$ cat config.mk
export PLATFORM = sky130hd
export DESIGN_NAME = yuv2rgb
export DESIGN_NICKNAME = d
export VERILOG_FILES = /design/src/rtl/yuv2rgb.sv
export SDC_FILE = /design/constraint.sdc
export NUM_CORES = 1
export LEC_CHECK = 0
export CORE_AREA = 2 2 201 203
export DETAILED_ROUTE_END_ITERATION = 8
export DIE_AREA = 0 0 203 205
export GPL_TIMING_DRIVEN = 0
export PLACE_DENSITY = 0.41
export RECOVER_POWER = 25
export SLEW_MARGIN = 30
export SYNTH_ARGS = -nofsm -noshare
export SYNTH_HDL_FRONTEND = slang
export SYNTH_SLANG_ARGS = --single-unit
$ cat constraint.sdc
create_clock -name clk_i -period 4.82 [get_ports clk_i]
set_input_delay 0.964 -clock clk_i [delete_from_list [all_inputs] [get_ports clk_i]]
set_output_delay 0.964 -clock clk_i [all_outputs]
set_load 0.01 [all_outputs]
$ cat src/rtl/yuv2rgb.sv
// yuv2rgb: pipelined BT.601 full-range YUV -> RGB converter, 8.8 fixed point.
//
// Ports:
//   clk_i    in   clock
//   rst_n_i  in   asynchronous active-low reset
//   valid_i  in   input pixel valid
//   ready_o  out  block can accept a pixel this cycle
//   data_i   in   {Y, U, V}, 8 bits each, unsigned
//   valid_o  out  output pixel valid
//   ready_i  in   downstream accepts the output pixel
//   data_o   out  {R, G, B}, 8 bits each, unsigned
//
// Parameter OUT_REG: 1 registers the outputs (3-cycle latency),
//                    0 drives them combinationally from stage 2 (2-cycle latency).
// Macro YUV2RGB_SAT_EN: defined -> channels clamp to 0..255;
//                       undefined -> channels wrap to the low 8 bits.
module yuv2rgb #(
  parameter bit OUT_REG = 1'b1
) (
  input  logic        clk_i,
  input  logic        rst_n_i,
  input  logic        valid_i,
  output logic        ready_o,
  input  logic [23:0] data_i,
  output logic        valid_o,
  input  logic        ready_i,
  output logic [23:0] data_o
);

  // Stage 1: luma plus centred chroma
  logic              s1_valid;
  logic        [7:0] s1_y;
  logic signed [8:0] s1_u;
  logic signed [8:0] s1_v;

  // Stage 2: scaled luma and chroma products
  logic               s2_valid;
  logic signed [17:0] s2_y;
  logic signed [17:0] s2_rv;
  logic signed [17:0] s2_gu;
  logic signed [17:0] s2_gv;
  logic signed [17:0] s2_bu;

  // A stage can take new content when empty or when its content leaves this cycle.
  logic s2_free;
  logic s3_free;

  logic signed [17:0] sum_r;
  logic signed [17:0] sum_g;
  logic signed [17:0] sum_b;
  logic        [23:0] data_c;

  assign s2_free = !s2_valid || s3_free;
  assign ready_o = !s1_valid || s2_free;

  always_ff @(posedge clk_i or negedge rst_n_i) begin
    if (!rst_n_i) begin
      s1_valid <= 1'b0;
      s1_y     <= '0;
      s1_u     <= '0;
      s1_v     <= '0;
    end else if (ready_o) begin
      s1_valid <= valid_i;
      if (valid_i) begin
        s1_y <= data_i[23:16];
        s1_u <= $signed({1'b0, data_i[15:8]}) - 9'sd128;
        s1_v <= $signed({1'b0, data_i[7:0]}) - 9'sd128;
      end
    end
  end

  always_ff @(posedge clk_i or negedge rst_n_i) begin
    if (!rst_n_i) begin
      s2_valid <= 1'b0;
      s2_y     <= '0;
      s2_rv    <= '0;
      s2_gu    <= '0;
      s2_gv    <= '0;
      s2_bu    <= '0;
    end else if (s2_free) begin
      s2_valid <= s1_valid;
      if (s1_valid) begin
        s2_y  <= $signed({2'b00, s1_y, 8'h00});
        s2_rv <= 18'sd359 * s1_v;
        s2_gu <= 18'sd88  * s1_u;
        s2_gv <= 18'sd183 * s1_v;
        s2_bu <= 18'sd454 * s1_u;
      end
    end
  end

`ifdef YUV2RGB_SAT_EN
  function automatic logic [7:0] clamp8(input logic signed [9:0] q);
    if (q[9])      return 8'h00;
    else if (q[8]) return 8'hFF;
    else           return q[7:0];
  endfunction
`endif

  // Bits [17:8] of each sum are the floor-shifted value; the fraction is dropped.
  always_comb begin
    sum_r = s2_y + s2_rv + 18'sd128;
    sum_g = s2_y - s2_gu - s2_gv + 18'sd128;
    sum_b = s2_y + s2_bu + 18'sd128;
`ifdef YUV2RGB_SAT_EN
    data_c = {clamp8(sum_r[17:8]), clamp8(sum_g[17:8]), clamp8(sum_b[17:8])};
`else
    data_c = {sum_r[15:8], sum_g[15:8], sum_b[15:8]};
`endif
  end

  // Fraction bits (and, in wrap mode, the upper bits) are intentionally discarded.
  logic unused_sum_bits;
  assign unused_sum_bits = ^{sum_r[17:16], sum_r[7:0], sum_g[17:16], sum_g[7:0],
                             sum_b[17:16], sum_b[7:0]};

  if (OUT_REG) begin : g_out_reg
    logic        s3_valid;
    logic [23:0] s3_data;

    assign s3_free = !s3_valid || ready_i;

    always_ff @(posedge clk_i or negedge rst_n_i) begin
      if (!rst_n_i) begin
        s3_valid <= 1'b0;
        s3_data  <= '0;
      end else if (s3_free) begin
        s3_valid <= s2_valid;
        if (s2_valid) s3_data <= data_c;
      end
    end

    assign valid_o = s3_valid;
    assign data_o  = s3_data;
  end else begin : g_out_comb
    // Stage 2 registers face the output directly, so they free up only on transfer.
    assign s3_free = ready_i;
    assign valid_o = s2_valid;
    assign data_o  = data_c;
  end

endmodule
==> results of run 1 <==
==> what timing repair did <==
item                       in CTS  in global routing
setup endpoints to repair       4                 10
resized for setup               7                 10
setup buffers                   2                  4
pin swaps                       1                  1
==> routing by layer <==
metal	vias up	wire (µm)	GRT usage (%)	share of wire, %
li1	3478	-	-	-
met1	3217	12600	17.5	52
met2	58	10800	19.7	44
met3	18	529	1.72	2.2
met4	0	381	3.10	1.6
met5	-	0	0	0
==> sequential cells by signal, indices dropped and copies added, names as in the netlist, 8 cells and up <==
register / flops
s2_gu: 10
s1_y: 8
s2_rv: 13
data_o: 24
s1_v: 8
s2_y: 8
s2_bu: 12
s2_gv: 12
s1_u: 8
==> worst paths after layout <==
path / startpoint / end / slack [ns] / cells past startpoint
max in group asynchronous: rst_n_i / s2_rv[13] / 1.31 / 2
max: s1_u[0] / s2_bu[15] / 0.17 / 16
max reg2reg: s1_u[0] / s2_bu[15] / 0.17 / 16
min: data_o[12] / data_o[12] / 0.48 / 2
min reg2reg: data_o[12] / data_o[12] / 0.48 / 2
min in group asynchronous: rst_n_i / s1_u[0] / 0.52 / 1
==> per-stage QoR <==
step	setup TNS, ns	setup WS (ns)	hold WS (ns)	cell area (µm²)	instances
2_1_floorplan	0	0.239	0.443	9800	1003
3_3_place_gp	-199.32	-1.89	0.463	11000	1581
3_5_place_dp	-0.462	-0.216	0.469	11000	1582
4_1_cts	0	0.0112	0.488	11400	1600
5_1_grt	0	0.00598	0.514	11400	1604
6_report	0	0.174	0.478	11400	1604
==> final cells by class <==
class	count	area (µm²)	share of cell area, %
buffer	21	78.8	0.691
clock buffer	9	225	1.97
clock inverter	7	78.8	0.691
inverter	174	653	5.73
multi-input combinational	702	6460	56.7
sequential	106	2660	23.4
tap	525	657	5.76
timing repair buffer	60	584	5.12
==> worst max-delay path: cells and delay by family (launching register included) <==
kind                     cells  cell delay, ns
AND/OR/NAND/NOR              2            0.66
flip-flops                   1            0.41
buffers and inverters        4            0.27
XOR/XNOR                     1            0.15
AO/OA/AOI/OAI                3            0.62
adder cells (fa/ha/maj)      6            2.40
==> cells in the mapped netlist (2+ instances only) <==
cell      count  area share, %
and4_2        2           0.20
nand2b_1     11           0.70
nor2b_1       4           0.26
a211o_1       3           0.27
nand3_1      10           0.51
o22a_1        2           0.18
buf_1         4           0.15
o21bai_1      6           0.46
xnor2_1      39            3.5
a221o_1       2           0.20
fa_1         67             14
a211oi_1      7           0.54
nor2_1       39            1.5
o21a_1       11           0.84
o21ai_0      83            4.2
nand2_1      78            3.0
o211ai_1      3           0.23
o22ai_1       2           0.13
nor4_1        3           0.19
o41ai_1       4           0.36
ha_1        172             22
or2_2         6           0.38
mux2_2       39            4.5
o31ai_1       5           0.38
nor3_1       11           0.56
xor2_1       26            2.3
nor4b_1       2           0.18
a21o_1        5           0.38
nor3b_1       2           0.15
a31oi_1       5           0.32
a21oi_1      35            1.8
inv_1       174            6.7
dfrtp_1     106             27
clkbuf_1     17           0.65
==> cells by family (layout without fill, tap and decap cells) <==
| kind of cell | Yosys count | count (layout) | share of synthesized area, % |
|---|---|---|---|
| muxes | 40 | 40 | 4.58 |
| DFF | 106 | 106 | 27.1 |
| and+or+nand+nor | 177 | 177 | 8.40 |
| AOI/OAI and AO/OA | 181 | 181 | 11.0 |
| xor gates and xnor gates | 65 | 65 | 5.81 |
| adders and majority gates | 239 | 239 | 35.7 |
| buffers and inverters | 195 | 271 | 7.47 |
==> placed cells by master, fill, tap and decap left out, types with 2 or more instances in the layout <==
master / synthesis / final
a21oi_1: 35 / 35
xor2_1: 26 / 25
nor2b_1: 4 / 4
o22a_1: 2 / 2
o21a_1: 11 / 11
nor4b_1: 2 / 2
a211o_1: 3 / 3
dfrtp_1: 106 / 97
o31ai_1: 5 / 5
fa_1: 67 / 66
a211oi_1: 7 / 7
nor4_1: 3 / 2
buf_4: 0 / 6
o211ai_1: 3 / 3
o21bai_1: 6 / 6
a21o_1: 5 / 5
nand2b_1: 11 / 11
clkdlybuf4s50_1: 0 / 52
clkbuf_1: 17 / 18
or2_2: 6 / 6
dfrtp_2: 0 / 9
inv_1: 174 / 173
and4_2: 2 / 2
ha_1: 172 / 171
nor2_1: 39 / 39
nand3_1: 10 / 10
clkbuf_16: 0 / 9
o21ai_0: 83 / 83
inv_6: 0 / 3
buf_1: 4 / 4
o41ai_1: 4 / 3
nand2_1: 78 / 78
clkinv_8: 0 / 2
mux2_2: 39 / 39
nor3b_1: 2 / 2
nor3_1: 11 / 11
xnor2_1: 39 / 39
a221o_1: 2 / 2
a31oi_1: 5 / 4
==> impl_metrics.toml, run 1 <==
[status]
status = "finished, violations left"
violations = "capacitance limit, slew limit"

[global_routing]
antenna_found_initial = 0
grt_max_degree = 58
grt_pass1_vias = 7136
gr-total-overflow = 0
grt_usage_pct = 12.3
grt_pass1_wl_um = 39700

[critical_path]
cp-end-kind = "flip-flop"
arrival_ns = 4.89
slowest_stage = "fa_1"
slowest_delay_ns = 0.54
required_ns = 5.06
criticalPathCategory = "flip-flop to flip-flop"
worstSetupStartpointType = "flip-flop"
cp_cell_sequence = "inv_2 > fa_1 > inv_1 > ha_1 > inv_1 > fa_1 > fa_2 > fa_1 > inv_1 > ha_4 > and4_4 > a221o_1 > or4b_1 > a31oi_2 > xnor2_1 > o21ai_1"
path_max_fanout = 4

[cells_and_area]
utilization_pct = 29.0
fillers = 4193
drive_gt1_share_pct = 8.43
area_growth_pct = 16.4
antenna_cells = 0
final_nets = 1341

[sta]
timing.fmax_mhz = 215
worst_slew_pin_slew_ns = 2.75
grt_setup_unrepaired = "false"
setup_viol = 0
drv_slew = 51
fin_crit_sh_pct = 96.4
hold_viol = 0
relSlewSlack_pct = -83.3
skew_ns = 0.0131
layout_min_cycle_time_ns = 4.65

[cts]
clk_pin_slew_ns = 0.09
h-tree-depth = 3
cts_tree = "built"
cts.path.max_buffers = 2
clk_latency_ns = 0.37
cts_root_buf = "clkbuf_16"
holdBufCountCts = 0
cts.sinks = 106
cts_made_buffers = 9

[synth]
avgSynthCellArea_um2 = 9.77
synthFlopType = "dfrtp_1"
synth_cells = 1003
synth_area_mm2 = 0.00980
ys_seq_elements = 106
synthArstFlopShare_pct = 100
synthesis.nets = 1270
synth_warnings = 0
synth-seq-area-share_pct = 27.1
synth_edf_count = 0
ys_types = 52

[floorplan]
pin_count = 54
fp-row-count = 73
die_y_um = 205
core_mm2 = 0.0394
die-area_mm2 = 0.0416
initial_core_util_pct = 24.9
die_x_um = 203

[routing]
ant_nets = 0
postRouteWirelength_um = 24300
via_per_inst = 4.22
remaining_drc_errors = 0
wl_per_cell_um = 15.2
firstDrtPassIters = 4
drt-initial-drc-count = 184
num_vias = 6771

[placement]
port_buffers = 53
gp_congestion = 0.767
dp_hpwl_um = 20100

[job]
timing.max_cap.violations = 1

[worst_hold_path]
worstHoldPathType = "flip-flop to flip-flop"
Power of run 1 is left out: the tool's default activity adds up to more than one toggle a clock period on the data nets, which glitch-free logic cannot reach.
==> run 2, diff against run 1 <==
MAX_ROUTING_LAYER = met4   (was not set)
==> impl_metrics.toml, run 2 (synthesized netlist as in run 1, its figures left out) <==
[sta]
relSlewSlack_pct = -82.6
worst_slew_pin_slew_ns = 2.74
drv_slew = 51
setup_viol = 0
layout_min_cycle_time_ns = 4.64
timing.fmax_mhz = 216
setup_ws_ns = 0.183
skew_ns = 0.0121
grt_setup_unrepaired = "false"
fin_crit_sh_pct = 96.2
hold_viol = 0

[global_routing]
grt_usage_pct = 12.7
grt_pass1_vias = 7118
grt_pass1_wl_um = 39700
antenna_found_initial = 0
grt_max_degree = 58
gr-total-overflow = 0

[cells_and_area]
layout_common_cells = "inv_1, ha_1, dfrtp_1"
register_area_mm2 = 0.00266
antenna_cells = 0
fillers = 4191
multiInputGateArea_mm2 = 0.00646
largest_reg_flops = 24
final_nets = 1341
drive_gt1_share_pct = 8.43
layout_commonest_cell = "inv_1"
area_growth_pct = 16.4

[placement]
dp_hpwl_um = 20100
gp_congestion = 0.778
preCtsSetupSlack_ns = -0.216
port_buffers = 53

[routing]
drt-initial-drc-count = 204
postRouteWirelength_um = 24300
via_per_inst = 4.21
ant_nets = 0
num_vias = 6747
firstDrtPassIters = 4
remaining_drc_errors = 0
wl_per_cell_um = 15.1

[critical_path]
arrival_ns = 4.88
path_max_fanout = 4
cp-end-kind = "flip-flop"
critPathLaunch = "s1_u[0]"
r2r_start = "s1_u[0]"
criticalPathCategory = "flip-flop to flip-flop"
required_ns = 5.06
worstSetupStartpointType = "flip-flop"

[floorplan]
fp-row-count = 73
initial_core_util_pct = 24.9
die_y_um = 205
core_mm2 = 0.0394
die_x_um = 203
die-area_mm2 = 0.0416
pin_count = 54

[cts]
cts_root_buf = "clkbuf_16"
clk_latency_ns = 0.37
clk_pin_slew_ns = 0.09
h-tree-depth = 3
cts.path.max_buffers = 2
cts.sinks = 106
cts_tree = "built"
cts_made_buffers = 9

[job]
timing.max_cap.violations = 1

[status]
violations = "capacitance limit, slew limit"
status = "finished, violations left"

[worst_hold_path]
worstHoldPathType = "flip-flop to flip-flop"
min_from = "data_o[12]"
## run 2: cell counts in the layout (fill, tap and decap cells not counted)
No cell type changed its count.
## run 2: worst paths after layout
check	slack (ns)	depth (start not counted)	end
worst max-delay path	0.18	16	s2_bu[15]
worst min-delay path	0.48	2	data_o[12]
worst max register to register	0.18	16	s2_bu[15]
worst min register to register	0.48	2	data_o[12]
max in group asynchronous	1.33	2	s2_rv[13]
min in group asynchronous	0.52	1	s1_v[3]
## run 2: cell type report
cell class | count | area share, %
Multi-Input combinational cell | 702 | 56.7
Sequential cell | 106 | 23.4
Tap cell | 525 | 5.76
Inverter | 174 | 5.73
Timing Repair Buffer | 60 | 5.12
Clock buffer | 9 | 1.97
Clock inverter | 7 | 0.691
Buffer | 21 | 0.691
## run 2: metrics by stage
step           hold WS, ns  instance area, µm²  util, %  instances  setup TNS (ns)
2_1_floorplan        0.443                9800        -       1003               0
3_3_place_gp         0.463               11000     27.9       1581         -199.32
3_5_place_dp         0.469               11000     28.0       1582          -0.462
4_1_cts              0.488               11400     28.9       1600               0
5_1_grt              0.514               11400     29.0       1604               0
6_report             0.479               11400     29.0       1604               0
## run 2: worst max-delay path: stages, from the launching register on
cell and delay [ns]:
dfrtp_2 0.41, inv_2 0.08, fa_1 0.54, inv_1 0.05, ha_1 0.28, inv_1 0.07, fa_1 0.43, fa_2 0.41
fa_1 0.48, inv_1 0.07, ha_4 0.26, and4_4 0.17, a221o_1 0.34, or4b_1 0.49, a31oi_2 0.21, xnor2_1 0.15
o21ai_1 0.07
## run 2: metal layers
metal,vias to the layer above,routed length [µm],global-route usage [%]
met1,3189,12600,17.6
li1,3481,-,-
met5,-,0,-
met2,63,10800,19.7
met4,0,379,3.10
met3,14,456,1.70
## run 2: repair_timing
| action | in CTS | in global routing |
|---|---|---|
| setup buffers | 2 | 4 |
| hold buffers | 0 | 0 |
| endpoints found under the setup margin | 4 | 10 |
| gates resized for setup | 7 | 10 |
| pin swaps | 1 | 1 |
Power of run 2 is left out for the same reason.
